===== config.mk =====
export PLATFORM = sky130hd
export DESIGN_NAME = alarm_bank
export DESIGN_NICKNAME = d
export VERILOG_FILES = /design/src/rtl/alarm_pkg.sv /design/src/rtl/alarm_channel.sv /design/src/rtl/alarm_bank.sv
export SDC_FILE = /design/constraint.sdc
export NUM_CORES = 1
export LEC_CHECK = 0
export CORE_UTILIZATION = 30
export CTS_CLUSTER_SIZE = 8
export DETAILED_ROUTE_END_ITERATION = 16
export PLACE_DENSITY = 0.62
export SLEW_MARGIN = 5
export SYNTH_ARGS = -nofsm -noshare
export SYNTH_HDL_FRONTEND = slang
export SYNTH_HIERARCHICAL = 1
export SYNTH_SLANG_ARGS = --single-unit
export TNS_END_PERCENT = 50

===== constraint.sdc =====
create_clock -name clk -period 4.25 [get_ports clk]
set_clock_uncertainty 0.15 [all_clocks]
set_input_delay 0.425 -clock clk [delete_from_list [all_inputs] [get_ports clk]]
set_output_delay 0.425 -clock clk [all_outputs]
set_load 0.05 [all_outputs]

===== src/rtl/alarm_pkg.sv =====
// Shared types and helpers for the multi-channel alarm store.
package alarm_pkg;

  typedef enum logic [1:0] {
    ST_IDLE    = 2'd0,
    ST_ARMED   = 2'd1,
    ST_RINGING = 2'd2,
    ST_SNOOZED = 2'd3
  } alarm_state_e;

  localparam int TIME_W_DEF = 16;

  // Index width for a channel selector; never narrower than one bit.
  function automatic int idx_w(input int n);
    return (n <= 2) ? 1 : $clog2(n);
  endfunction

endpackage


===== src/rtl/alarm_channel.sv =====
// One alarm channel: stored HHMM word, IDLE/ARMED/RINGING/SNOOZED FSM and
// a shared snooze/ring minute down-counter.
module alarm_channel
  import alarm_pkg::*;
#(
  parameter int TIME_W     = TIME_W_DEF,
  parameter int SNOOZE_MIN = 10,
  parameter int RING_MAX   = 5,
  parameter int CNT_W      = 4
) (
  input  logic              clk,
  input  logic              reset,
  input  logic              load,
  input  logic              dis,
  input  logic [TIME_W-1:0] set_data,
  input  logic [TIME_W-1:0] cur_time,
  input  logic              min_tick,
  input  logic              snooze,
  input  logic              stop,
  output logic [TIME_W-1:0] time_word,
  output alarm_state_e      state
);

  localparam logic [CNT_W-1:0] SNOOZE_LD = CNT_W'(SNOOZE_MIN);
  localparam logic [CNT_W-1:0] RING_LD   = CNT_W'(RING_MAX);
  localparam logic [CNT_W-1:0] CNT_ONE   = CNT_W'(1);

  alarm_state_e      state_next;
  logic [CNT_W-1:0]  cnt, cnt_next;
  logic [TIME_W-1:0] time_next;

  always_ff @(posedge clk) begin
    if (reset) begin
      state     <= ST_IDLE;
      cnt       <= '0;
      time_word <= '0;
    end else begin
      state     <= state_next;
      cnt       <= cnt_next;
      time_word <= time_next;
    end
  end

  // Strobes are prioritised ahead of min_tick; a strobe that causes a
  // transition consumes the cycle so a coincident tick is not applied.
  always_comb begin
    state_next = state;
    cnt_next   = cnt;
    time_next  = time_word;
    if (load) begin
      time_next  = set_data;
      state_next = ST_ARMED;
      cnt_next   = '0;
    end else if (dis) begin
      state_next = ST_IDLE;
      cnt_next   = '0;
    end else if (stop && (state == ST_RINGING || state == ST_SNOOZED)) begin
      state_next = ST_ARMED;
      cnt_next   = '0;
    end else if (snooze && state == ST_RINGING) begin
      state_next = ST_SNOOZED;
      cnt_next   = SNOOZE_LD;
    end else if (min_tick) begin
      case (state)
        ST_ARMED: begin
          if (cur_time == time_word) begin
            state_next = ST_RINGING;
            cnt_next   = RING_LD;
          end
        end
        ST_SNOOZED: begin
          if (cnt == CNT_ONE) begin
            state_next = ST_RINGING;
            cnt_next   = RING_LD;
          end else begin
            cnt_next = cnt - CNT_ONE;
          end
        end
        ST_RINGING: begin
          if (cnt == CNT_ONE) begin
            state_next = ST_ARMED;
            cnt_next   = '0;
          end else begin
            cnt_next = cnt - CNT_ONE;
          end
        end
        default: ;
      endcase
    end
  end

endmodule


===== src/rtl/alarm_bank.sv =====
// Multi-channel alarm bank: channel select decode, per-channel engines,
// lowest-index ring identification and the combined alarm output.
module alarm_bank
  import alarm_pkg::*;
#(
  parameter int N_ALARMS   = 4,
  parameter int TIME_W     = TIME_W_DEF,
  parameter int SNOOZE_MIN = 10,
  parameter int RING_MAX   = 5
) (
  input  logic                         clk,
  input  logic                         reset,
  input  logic [TIME_W-1:0]            set_data,
  input  logic [idx_w(N_ALARMS)-1:0]   set_sel,
  input  logic                         load_alarm,
  input  logic                         disarm,
  input  logic [TIME_W-1:0]            cur_time,
  input  logic                         min_tick,
  input  logic                         snooze,
  input  logic                         stop,
  output logic [N_ALARMS*TIME_W-1:0]   alarm_data,
  output logic [N_ALARMS-1:0]          armed,
  output logic [N_ALARMS-1:0]          ringing,
  output logic                         alarm_out,
  output logic [idx_w(N_ALARMS)-1:0]   ring_id
);

  localparam int SEL_W   = idx_w(N_ALARMS);
  localparam int CNT_MAX = (SNOOZE_MIN > RING_MAX) ? SNOOZE_MIN : RING_MAX;
  localparam int CNT_W   = $clog2(CNT_MAX + 1);

  alarm_state_e ch_state [N_ALARMS];

  // Selectors beyond the last channel match nothing, so those strobes drop.
  for (genvar i = 0; i < N_ALARMS; i++) begin : g_ch
    logic sel_hit;
    assign sel_hit = (set_sel == SEL_W'(i));

    alarm_channel #(
      .TIME_W    (TIME_W),
      .SNOOZE_MIN(SNOOZE_MIN),
      .RING_MAX  (RING_MAX),
      .CNT_W     (CNT_W)
    ) u_ch (
      .clk      (clk),
      .reset    (reset),
      .load     (load_alarm && sel_hit),
      .dis      (disarm && sel_hit),
      .set_data (set_data),
      .cur_time (cur_time),
      .min_tick (min_tick),
      .snooze   (snooze),
      .stop     (stop),
      .time_word(alarm_data[i*TIME_W +: TIME_W]),
      .state    (ch_state[i])
    );

    assign armed[i]   = (ch_state[i] != ST_IDLE);
    assign ringing[i] = (ch_state[i] == ST_RINGING);
  end

  assign alarm_out = |ringing;

  always_comb begin
    ring_id = '0;
    for (int i = N_ALARMS - 1; i >= 0; i--) begin
      if (ringing[i]) ring_id = SEL_W'(i);
    end
  end

endmodule


# Word level (Yosys, flattened, before mapping)

Cells that the tools add are included.

Equal/unequal tests: 51
Add/sub/neg operators: 4
Reductions and logical operators: 70
Muxes and demuxes: 64

Operators with widths:

| operator                                               | count |
|---|---|
| 2-to-1 mux 4 bit                                       | 20 |
| == test 16 bit                                         | 4 |
| 2-to-1 mux 2 bit                                       | 24 |
| inequality test 6 x 1 -> 1 bit (second input constant) | 8 |
| case mux 4 bit (3 select lines)                        | 4 |
| AND reduction 5 bit                                    | 8 |
| nonzero test 7 bit                                     | 4 |
| inequality test 3 x 1 -> 1 bit (second input constant) | 8 |
| inequality test 6 x 4 -> 1 bit (second input constant) | 4 |
| case mux 2 bit (3 select lines)                        | 4 |
| AND reduction 3 bit                                    | 8 |
| == test 2 bit (second input constant)                  | 10 |
| nonzero test 5 bit                                     | 4 |
| OR reduction 4 bit                                     | 5 |
| OR reduction 5 bit                                     | 4 |
| == test 4 x 1 -> 1 bit (second input constant)         | 4 |
| logical AND 1 bit                                      | 16 |
| nonzero test 2 bit                                     | 8 |
| nonzero test 4 bit                                     | 4 |
| subtractor 4 x 1 -> 4 bit (second input constant)      | 4 |
| 2-to-1 mux 1 bit                                       | 12 |
| inequality test 3 bit (second input constant)          | 4 |
| nonzero test 3 bit                                     | 4 |
| == test 2 x 1 -> 1 bit (second input constant)         | 5 |
| 3 further kinds                                        | 9 |

Word-level logic and storage cells: 209
Output and inout bits: 75
Register bits: 88
Bits of input ports: 41

# Depth between registers and ports, before layout

Gate-level depths: netlist (run 1).

Depth in word-level cells: 8
Depth in mapped cells: 7
Gate-level depth less buffers: 7

# Hierarchy

The synthesis (run 1) kept the hierarchy.

By module, submodules not included:

| module        | cells each | area an instance (um^2) | instances |
|---|---|---|---|
| alarm_channel | 130        | 1191.1                  | 4 |
| alarm_bank    | 23         | 178.9                   | 1 |

# Worst setup path before layout (run 1)

OpenSTA, ideal clock, no wires.

Path type: register -> output
Start point: register g_ch[3].u_ch.state[1]
End point: output port ring_id[0]
Setup slack: 2186 ps
Buffers on the path: 0
Stages on the path, launching flop included: 4
Required time: 3675 ps
Data arrival time: 1489 ps
Cells stage by stage: dfxtp_1 -> nor2b_4 -> a21oi_1 -> nor2_1

Longest elaborated chain between the ends: 5

Ends and longest elaborated chain:

| item                          | RTL line            | text |
|---|---|---|
| from (decl)                   | alarm_channel.sv:21 | `output alarm_state_e state` |
| from (signal assigned)        | alarm_channel.sv:38 | `state <= state_next;` |
| == test 2 bit                 | alarm_bank.sv:59    | `assign ringing[i] = (ch_state[i] == ST_RINGING);` |
| via ringing[3]                | alarm_bank.sv:23    | `output logic [N_ALARMS-1:0] ringing,` |
| 2-to-1 mux 2 bit (4 in a row) | alarm_bank.sv:67    | `if (ringing[i]) ring_id = SEL_W'(i);` |
| to (decl)                     | alarm_bank.sv:25    | `output logic [idx_w(N_ALARMS)-1:0] ring_id` |

The timed path passes the listed nets, and every way through them passes these cells.

# Final worst setup path (run 1)

Start point: register g_ch[3].u_ch.state[1]
End point: output port ring_id[1]

Longest elaborated chain between the ends: 5

Ends and longest elaborated chain:

| item                          | RTL line |
|---|---|
| == test 2 bit                 | alarm_bank.sv:59 |
| 2-to-1 mux 2 bit (4 in a row) | alarm_bank.sv:67 |

Every way passes these cells.

==> results of run 1 <==
metrics by stage:
| step | hold slack, ns | power [µW] | instance area (µm²) | util |
|---|---|---|---|---|
| floorplan | 0.409 | 1120 | 4940 | - |
| global placement | 0.376 | 1260 | 6290 | 0.393 |
| detailed placement | 0.385 | 1270 | 6290 | 0.393 |
| CTS | 0.400 | 2120 | 6600 | 0.413 |
| global route | 0.415 | 2170 | 6600 | 0.413 |
| finish | 0.395 | 2080 | 6600 | 0.413 |
flip-flops by register name, summed over array words and instances, names as in the netlist:
| signal | flops |
|---|---|
| g_ch.u_ch/cnt | 16 |
| g_ch.u_ch/state | 8 |
| g_ch.u_ch/time_word | 64 |
routing by layer:
metal  global-route usage  vias to the layer above  wire length (µm)
met1                0.205                     2045              6290
met4               0.0642                        0               293
met5                    0                        -                 0
li1                     -                     2095                 -
met3               0.0517                       21               957
met2                0.276                      111              6420
worst min-delay path by stage:
stage / from / end / cells after the start
global route: g_ch[1].u_ch/time_word[3] / g_ch[1].u_ch/time_word[3] / 2
detailed placement: g_ch[3].u_ch/time_word[4] / g_ch[3].u_ch/time_word[4] / 2
CTS: g_ch[1].u_ch/time_word[12] / g_ch[1].u_ch/time_word[12] / 2
global placement: g_ch[2].u_ch/time_word[2] / g_ch[2].u_ch/time_word[2] / 2
floorplan: g_ch[3].u_ch/cnt[2] / g_ch[3].u_ch/cnt[2] / 2
finish: g_ch[1].u_ch/time_word[12] / g_ch[1].u_ch/time_word[12] / 2
logic make-up after synthesis:
family                     after synthesis
buffers and inverters                   45
and+or+nand+nor                        189
adders and majority gates                8
DFF                                     88
muxes                                   64
xor gates and xnor gates                68
AOI/OAI and AO/OA                       81
critical path, delay by kind of cell, from the launching register on:
family / cells / cell delay (ns)
buffers and inverters: 1 / 0.82
flip-flops: 1 / 0.60
AND/OR/NAND/NOR: 3 / 0.42
layout make-up:
class / count / area, µm²
Clock buffer: 11 / 253
Clock inverter: 5 / 62.6
Fill cell: 1603 / 9400
Inverter: 17 / 63.8
Multi-Input combinational cell: 410 / 2990
Sequential cell: 88 / 1760
Tap cell: 216 / 270
Timing Repair Buffer: 122 / 1200
layout by cell type, fill, tap and decap left out, types with 5 or more instances in the layout:
cell / n
clkdlybuf4s50_1: 114
dfxtp_1: 88
nor2_1: 86
xnor2_1: 68
mux2i_1: 64
a21oi_1: 21
nand4_1: 20
inv_1: 16
nand2b_1: 16
nand2_1: 13
o21ai_0: 12
and3_1: 10
clkbuf_16: 9
o211ai_1: 8
a211oi_1: 8
a22oi_1: 8
ha_1: 8
buf_4: 7
nor3b_2: 5
power by group through the flow:
stage,Clock [µW],Combinational [µW],Sequential (µW)
CTS,869,367,882
floorplan,0,164,958
detailed placement,0,365,901
global route,894,386,887
global placement,0,360,901
finish,837,364,883
==> impl_metrics.env, run 1 <==
export IMPL_status="completed"
export IMPL_timing_critical_path_to="ring_id[1]"
export IMPL_yosysWarnings=6
export IMPL_synthSimpleGateAreaFrac=0.221
export IMPL_cap_violations=0
export IMPL_yosysTopAreaCell="dfxtp_1"
export IMPL_io_buffers=115
export IMPL_max_freq_mhz=361
export IMPL_first_global_vias=4122
export IMPL_gp_congestion=0.837
export IMPL_synth_xor_area_frac=0.120
export IMPL_clk_pin_slew_ns=0.06
export IMPL_slew_headroom=0.226
export IMPL_clock_latency_ns=0.35
export IMPL_die_y_um=130
export IMPL_slowest_stage="clkdlybuf4s50_1"
export IMPL_worst_setup_path_end_kind="output port"
export IMPL_antenna_found_initial=0
export IMPL_nets=697
export IMPL_drc=0
export IMPL_synth_top_family_by_area="simple AND/OR/NAND/NOR gates"
export IMPL_ir_worst_vdd_v=0.000203
export IMPL_num_vias=4272
export IMPL_htreeDepth=3
export IMPL_worstPathMaxFanout=13
export IMPL_dieWidth_um=130
export IMPL_ys_flop_type="dfxtp_1"
export IMPL_ant_nets=0
export IMPL_ctsLongestPathBuffers=2
export IMPL_core_area_um2=16000
export IMPL_ys_ff_latch=88
export IMPL_drtPass1Iterations=4
export IMPL_path_cells="nor2b_4 -> nor2_2 -> nor3_2 -> clkdlybuf4s50_1"
export IMPL_clkPwrFrac=0.402
export IMPL_ys_types=40
export IMPL_grt_total_usage=0.168
export IMPL_io_pins=116
export IMPL_cts_buffers=9
export IMPL_min_path_type="reg -> reg"
export IMPL_p_switching_uw=594
export IMPL_synth_top_area_share=0.356
export IMPL_synth_cells=543
export IMPL_power_leakage_uw=0.00227
export IMPL_worst_ep_required_time_ns=3.67
export IMPL_synth_seq_area_share=0.356
export IMPL_finalMaxSlewViolations=0
export IMPL_dp_slack_ns=1.60
export IMPL_vias_per_cell=4.92
export IMPL_finalNonFillerCells=869
export IMPL_finalSetupViolCount=0
export IMPL_worst_setup_path_start_kind="flop"
export IMPL_wl_um=14000
export IMPL_slowest_delay_ns=0.82
export IMPL_synth_compound_area_frac=0.113
export IMPL_final_layout_size_suffix_gt1_frac=0.0812
export IMPL_rsz0062_at_grt="no"
export IMPL_synthAdderAreaFrac=0.0202
export IMPL_dpl_hpwl_um=10000
export IMPL_tns_ns=0
export IMPL_period_share=0.652
export IMPL_period_needed_ns=2.77
export IMPL_power_frac_seq=0.424
export IMPL_cts_root_buf="clkbuf_16"
export IMPL_synth_avg_cell_area_um2=9.10
export IMPL_power_internal_uw=1490
export IMPL_ys_top_cells_by_area="dfxtp_1, mux2i_1, xnor2_1, nor2_1, nand4_1"
export IMPL_wl_per_cell_um=16.1
export IMPL_path_class="reg -> out"
export IMPL_holdBufCountCts=0
export IMPL_rr_worst_depth=5
export IMPL_initial_core_util=0.309
export IMPL_netSwitchingFraction=0.285
export IMPL_combPwrFrac=0.175
export IMPL_fin_ws_ns=1.48
export IMPL_grt_pass1_wl_um=21700
export IMPL_postCtsSetupBuffers=0
export IMPL_grt_max_degree=73
export IMPL_regToRegEndpoint="g_ch[0].u_ch/cnt[1]"
export IMPL_cts_tree="done"
export IMPL_rows=46
export IMPL_muxShareOfSynthArea=0.130
export IMPL_syn_area_um2=4940
export IMPL_drt_iter0_drc=121
export IMPL_dpl_cell_count=853
export IMPL_synth_common_cells="dfxtp_1, nor2_1, xnor2_1"
export IMPL_syn_nets=592
export IMPL_synth_edf_count=0
export IMPL_rrSetupSlack_ns=2.28
export IMPL_crit_start="g_ch[3].u_ch/state[1]"
export IMPL_ctsResizeCount=0
export IMPL_powerDensity_nw_per_um2=316
export IMPL_worstMarginPinSlew_ns=1.16
export IMPL_synth_most_common_cell="dfxtp_1"
export IMPL_die_area_um2=17000
export IMPL_finalHoldViolCount=0
export IMPL_clock_sinks=88
export IMPL_diodes=0
export IMPL_reg2reg_from="g_ch[0].u_ch/time_word[6]"
export IMPL_arrival_ns=2.19
export IMPL_area_growth_pct=33.6
export IMPL_ys_async_sr_fraction=0
export IMPL_overflow=0
No activity file was read; power rests on OpenSTA's default activity.
==> run 2: changes to the inputs <==
==> constraint.sdc (replaced) <==
create_clock -name clk -period 2.8 [get_ports clk]
set_clock_uncertainty 0.15 [all_clocks]
set_input_delay 0.28 -clock clk [delete_from_list [all_inputs] [get_ports clk]]
set_output_delay 0.28 -clock clk [all_outputs]
set_load 0.05 [all_outputs]
==> impl_metrics.env, run 2 (synthesized netlist as in run 1, its figures left out) <==
export IMPL_tns_ns=0
export IMPL_wl_per_cell_um=16.0
export IMPL_layout_commonest_cell="clkdlybuf4s50_1"
export IMPL_vias_per_cell=4.94
export IMPL_cts_tree="done"
export IMPL_grt_total_usage=0.171
export IMPL_postCtsSetupBuffers=0
export IMPL_clk_pin_slew_ns=0.07
export IMPL_crit_family="buffers and inverters"
export IMPL_ctsLongestPathBuffers=2
export IMPL_finalMaxSlewViolations=0
export IMPL_top_regs="g_ch.u_ch/time_word (64), g_ch.u_ch/cnt (16), g_ch.u_ch/state (8)"
export IMPL_seq_area_um2=1760
export IMPL_htreeDepth=3
export IMPL_rsz0062_at_grt="no"
export IMPL_holdWs_ns=0.287
export IMPL_drt_iter0_drc=252
export IMPL_clock_latency_ns=0.34
export IMPL_largest_register_ffs=64
export IMPL_cap_violations=0
export IMPL_diodes=0
export IMPL_max_freq_mhz=384
export IMPL_period_share=0.931
export IMPL_arrival_ns=2.18
export IMPL_area_growth_pct=33.7
export IMPL_holdBufCountCts=0
export IMPL_period_needed_ns=2.61
export IMPL_slowest_stage="clkdlybuf4s50_1"
export IMPL_grt_pass1_wl_um=22300
export IMPL_gp_congestion=0.845
export IMPL_io_buffers=115
export IMPL_powerDensity_nw_per_um2=459
export IMPL_die_y_um=130
export IMPL_cts_root_buf="clkbuf_16"
export IMPL_drtPass1Iterations=4
export IMPL_worst_setup_path_start_kind="flop"
export IMPL_ant_nets=0
export IMPL_finalSetupViolCount=0
export IMPL_rows=46
export IMPL_slew_headroom=0.609
export IMPL_most_common_layout_cells="clkdlybuf4s50_1, dfxtp_1, nor2_1, xnor2_1, mux2i_1"
export IMPL_drc=0
export IMPL_cts_buffers=9
export IMPL_worstPathMaxFanout=13
export IMPL_ir_worst_vdd_v=0.000335
export IMPL_worst_ep_required_time_ns=2.37
export IMPL_die_area_um2=17000
export IMPL_finalHoldViolCount=0
export IMPL_power_leakage_uw=0.00228
export IMPL_clock_sinks=88
export IMPL_antenna_found_initial=0
export IMPL_dieWidth_um=130
export IMPL_dpl_hpwl_um=10400
export IMPL_slowest_delay_ns=0.80
export IMPL_path_class="reg -> out"
export IMPL_grt_max_degree=41
export IMPL_min_path_type="in -> reg"
export IMPL_num_vias=4310
export IMPL_worstMarginPinSlew_ns=0.585
export IMPL_core_area_um2=16000
export IMPL_worst_setup_path_end_kind="output port"
export IMPL_multiInputGateArea_um2=2990
export IMPL_cp_num_buf_inv=1
export IMPL_ctsResizeCount=0
export IMPL_overflow=0
export IMPL_first_global_vias=4323
export IMPL_final_layout_size_suffix_gt1_frac=0.0852
export IMPL_io_pins=116
export IMPL_nets=701
export IMPL_initial_core_util=0.309
export IMPL_path_cells="nor2b_4 -> a21oi_1 -> nor2_1 -> clkdlybuf4s50_1"
export IMPL_status="completed"
export IMPL_n_fill_cell=1588
export IMPL_wl_um=14000
export IMPL_regMostFlops="g_ch.u_ch/time_word"
run 2: report_power, final:
part           internal, µW  switching, µW  leakage, µW  total, µW
Sequential             1290           52.4     0.000714       1340
Combinational           232            325      0.00143        558
Clock                   632            507     0.000137       1140
run 2: metal layers:
layer	track usage	part of all wire	vias to the layer above
met1	0.208	0.44	2059
li1	-	-	2111
met3	0.0640	0.072	17
met2	0.279	0.47	123
met5	0	0	-
met4	0.0521	0.017	0
run 2: layout make-up:
| class | count | area share |
|---|---|---|
| multi-input combinational | 410 | 0.453 |
| sequential | 88 | 0.266 |
| timing repair buffer | 126 | 0.188 |
| tap | 216 | 0.0409 |
| clock buffer | 11 | 0.0367 |
| inverter | 17 | 0.00965 |
| clock inverter | 5 | 0.00587 |
run 2: worst reg2reg max path: stages, from the launching register on:
cell and delay (ns):
dfxtp_1 0.39, xnor2_1 0.15, nand4_1 0.24, nor4_4 0.52
nand4_1 0.16, and3_1 0.20
run 2: path summary, 6_finish.rpt:
path	from	end	slack, ns	cells after the start
worst max-delay path	g_ch[3].u_ch/state[1]	ring_id[0]	0.19	4
worst max register to register	g_ch[3].u_ch/time_word[5]	g_ch[3].u_ch/cnt[1]	0.89	5
worst min-delay path	reset	g_ch[1].u_ch/state[1]	0.29	4
worst min register to register	g_ch[2].u_ch/time_word[15]	g_ch[2].u_ch/time_word[15]	0.39	2
run 2: metrics by stage:
step                       util  total power (µW)  setup WS (ns)  area, µm²  std cells
after CTS                 0.413              3070          0.159       6610        873
after global placement    0.396              1920          0.432       6330        857
after global routing      0.413              3170         0.0175       6610        873
final                     0.413              3040          0.193       6610        873
after floorplan               -              1700          0.881       4940        543
after detailed placement  0.396              1920          0.408       6330        857
==> run 3: changes to the inputs <==
--- a/config.mk
+++ b/config.mk
@@ -8,7 +8,6 @@
 export CORE_UTILIZATION = 30
 export CTS_CLUSTER_SIZE = 8
 export DETAILED_ROUTE_END_ITERATION = 16
-export PLACE_DENSITY = 0.62
 export SLEW_MARGIN = 5
 export SYNTH_ARGS = -nofsm -noshare
 export SYNTH_HDL_FRONTEND = slang
==> impl_metrics.env, run 3 (synthesized netlist as in run 1, its figures left out) <==
export IMPL_postCtsSetupBuffers=0
export IMPL_grt_total_usage=0.176
export IMPL_netSwitchingFraction=0.295
export IMPL_clock_latency_ns=0.35
export IMPL_first_global_vias=4239
export IMPL_worst_ep_required_time_ns=2.37
export IMPL_tns_ns=0
export IMPL_die_area_um2=17000
export IMPL_min_path_cells=2
export IMPL_n_fill_cell=1645
export IMPL_cts_root_buf="clkbuf_16"
export IMPL_powerDensity_nw_per_um2=460
export IMPL_drtPass1Iterations=4
export IMPL_die_y_um=130
export IMPL_reg2reg_from="g_ch[3].u_ch/time_word[5]"
export IMPL_initial_core_util=0.309
export IMPL_wl_um=14200
export IMPL_slowest_delay_ns=0.81
export IMPL_holdBufCountCts=0
export IMPL_regToRegEndpoint="g_ch[3].u_ch/cnt[1]"
export IMPL_nets=705
export IMPL_max_freq_mhz=394
export IMPL_arrival_ns=2.11
export IMPL_cap_violations=0
export IMPL_period_share=0.906
export IMPL_slowest_stage="clkdlybuf4s50_1"
export IMPL_power_frac_seq=0.439
export IMPL_cts_tree="done"
export IMPL_drc=0
export IMPL_io_pins=116
export IMPL_core_area_um2=16000
export IMPL_ant_nets=0
export IMPL_rr_worst_depth=5
export IMPL_crit_start="g_ch[2].u_ch/state[1]"
export IMPL_dpl_instance_area_um2=6350
export IMPL_worst_setup_path_end_kind="output port"
export IMPL_drt_iter0_drc=188
export IMPL_ctsLongestPathBuffers=2
export IMPL_rsz0062_at_grt="no"
export IMPL_final_layout_size_suffix_gt1_frac=0.0908
export IMPL_dpl_hpwl_um=10600
export IMPL_cts_buffers=9
export IMPL_clock_sinks=88
export IMPL_worst_setup_path_start_kind="flop"
export IMPL_slew_headroom=0.456
export IMPL_regMostFlops="g_ch.u_ch/time_word"
export IMPL_io_buffers=115
export IMPL_min_path_type="in -> reg"
export IMPL_gp_congestion=0.817
export IMPL_finalMaxSlewViolations=0
export IMPL_period_needed_ns=2.54
export IMPL_area_growth_pct=34.2
export IMPL_largest_register_ffs=64
export IMPL_power_internal_uw=2150
export IMPL_path_cells="nand2b_4 -> inv_2 -> nor2_2 -> nor3_2 -> clkdlybuf4s50_1"
export IMPL_num_vias=4348
export IMPL_dieWidth_um=130
export IMPL_finalSetupViolCount=0
export IMPL_top_regs="g_ch.u_ch/time_word (64), g_ch.u_ch/cnt (16), g_ch.u_ch/state (8)"
export IMPL_layout_commonest_cell="clkdlybuf4s50_1"
export IMPL_combPwrFrac=0.182
export IMPL_antenna_found_initial=0
export IMPL_fin_area_um2=6630
export IMPL_clkPwrFrac=0.378
export IMPL_htreeDepth=3
export IMPL_wl_per_cell_um=16.2
export IMPL_ctsResizeCount=0
export IMPL_overflow=0
export IMPL_grt_max_degree=43
export IMPL_finalHoldViolCount=0
export IMPL_rows=46
export IMPL_status="completed"
export IMPL_rrSetupSlack_ns=0.88
export IMPL_ir_worst_vdd_v=0.000292
export IMPL_most_common_layout_cells="clkdlybuf4s50_1, dfxtp_1, nor2_1, xnor2_1, mux2i_1"
export IMPL_vias_per_cell=4.95
export IMPL_p_switching_uw=901
export IMPL_grt_pass1_wl_um=22500
export IMPL_timing_critical_path_to="ring_id[1]"
export IMPL_clk_pin_slew_ns=0.06
export IMPL_worstMarginPinSlew_ns=0.813
export IMPL_path_class="reg -> out"
export IMPL_power_leakage_uw=0.00229
export IMPL_worstPathMaxFanout=13
[run 3: critical path, delay by kind of cell, from the launching register on]
family                 cells  cell delay, ns
flip-flops                 1            0.62
AND/OR/NAND/NOR            3            0.24
buffers and inverters      2            0.89
[run 3: final cells by class]
| type | instances | area [µm²] | area share |
|---|---|---|---|
| antenna | 1 | 2.50 | 0.000377 |
| clock buffer | 11 | 243 | 0.0366 |
| clock inverter | 5 | 41.3 | 0.00622 |
| inverter | 17 | 63.8 | 0.00962 |
| multi-input combinational | 410 | 2990 | 0.451 |
| sequential | 88 | 1760 | 0.266 |
| tap | 216 | 270 | 0.0407 |
| timing repair buffer | 130 | 1260 | 0.190 |
[run 3: worst min-delay path by stage]
stage                                     startpoint                          to  slack, ns
after detailed placement  g_ch[3].u_ch/time_word[14]  g_ch[3].u_ch/time_word[14]       0.38
final                                          reset  g_ch[3].u_ch/time_word[14]       0.31
after floorplan                          set_data[1]   g_ch[0].u_ch/time_word[1]       0.28
after CTS                                      reset  g_ch[0].u_ch/time_word[12]       0.29
after global placement    g_ch[1].u_ch/time_word[10]  g_ch[1].u_ch/time_word[10]       0.38
after global routing                           reset  g_ch[1].u_ch/time_word[11]       0.33
[run 3: power groups by stage]
stage,Sequential [µW],Clock (µW),Combinational [µW]
4_1_cts,1340,1210,560
6_report,1340,1160,557
3_5_place_dp,1370,0,557
2_1_floorplan,1450,0,249
5_1_grt,1350,1250,595
3_3_place_gp,1370,0,552
[run 3: per-layer routing]
layer  vias to the layer above  GRT usage  part of all wire
li1                       2112          -                 -
met1                      2102      0.217              0.44
met2                       117      0.280              0.46
met3                        17     0.0672             0.080
met4                         0     0.0581             0.018
met5                         -          0                 0
[run 3: through the flow]
stage | cells | utilization | power (µW) | hold slack, ns | setup slack (ns)
2_1_floorplan | 543 | - | 1700 | 0.277 | 0.881
3_3_place_gp | 861 | 0.397 | 1920 | 0.376 | 0.433
3_5_place_dp | 861 | 0.397 | 1920 | 0.382 | 0.374
4_1_cts | 877 | 0.414 | 3110 | 0.292 | 0.233
5_1_grt | 877 | 0.414 | 3190 | 0.329 | 0.113
6_report | 878 | 0.415 | 3050 | 0.310 | 0.263
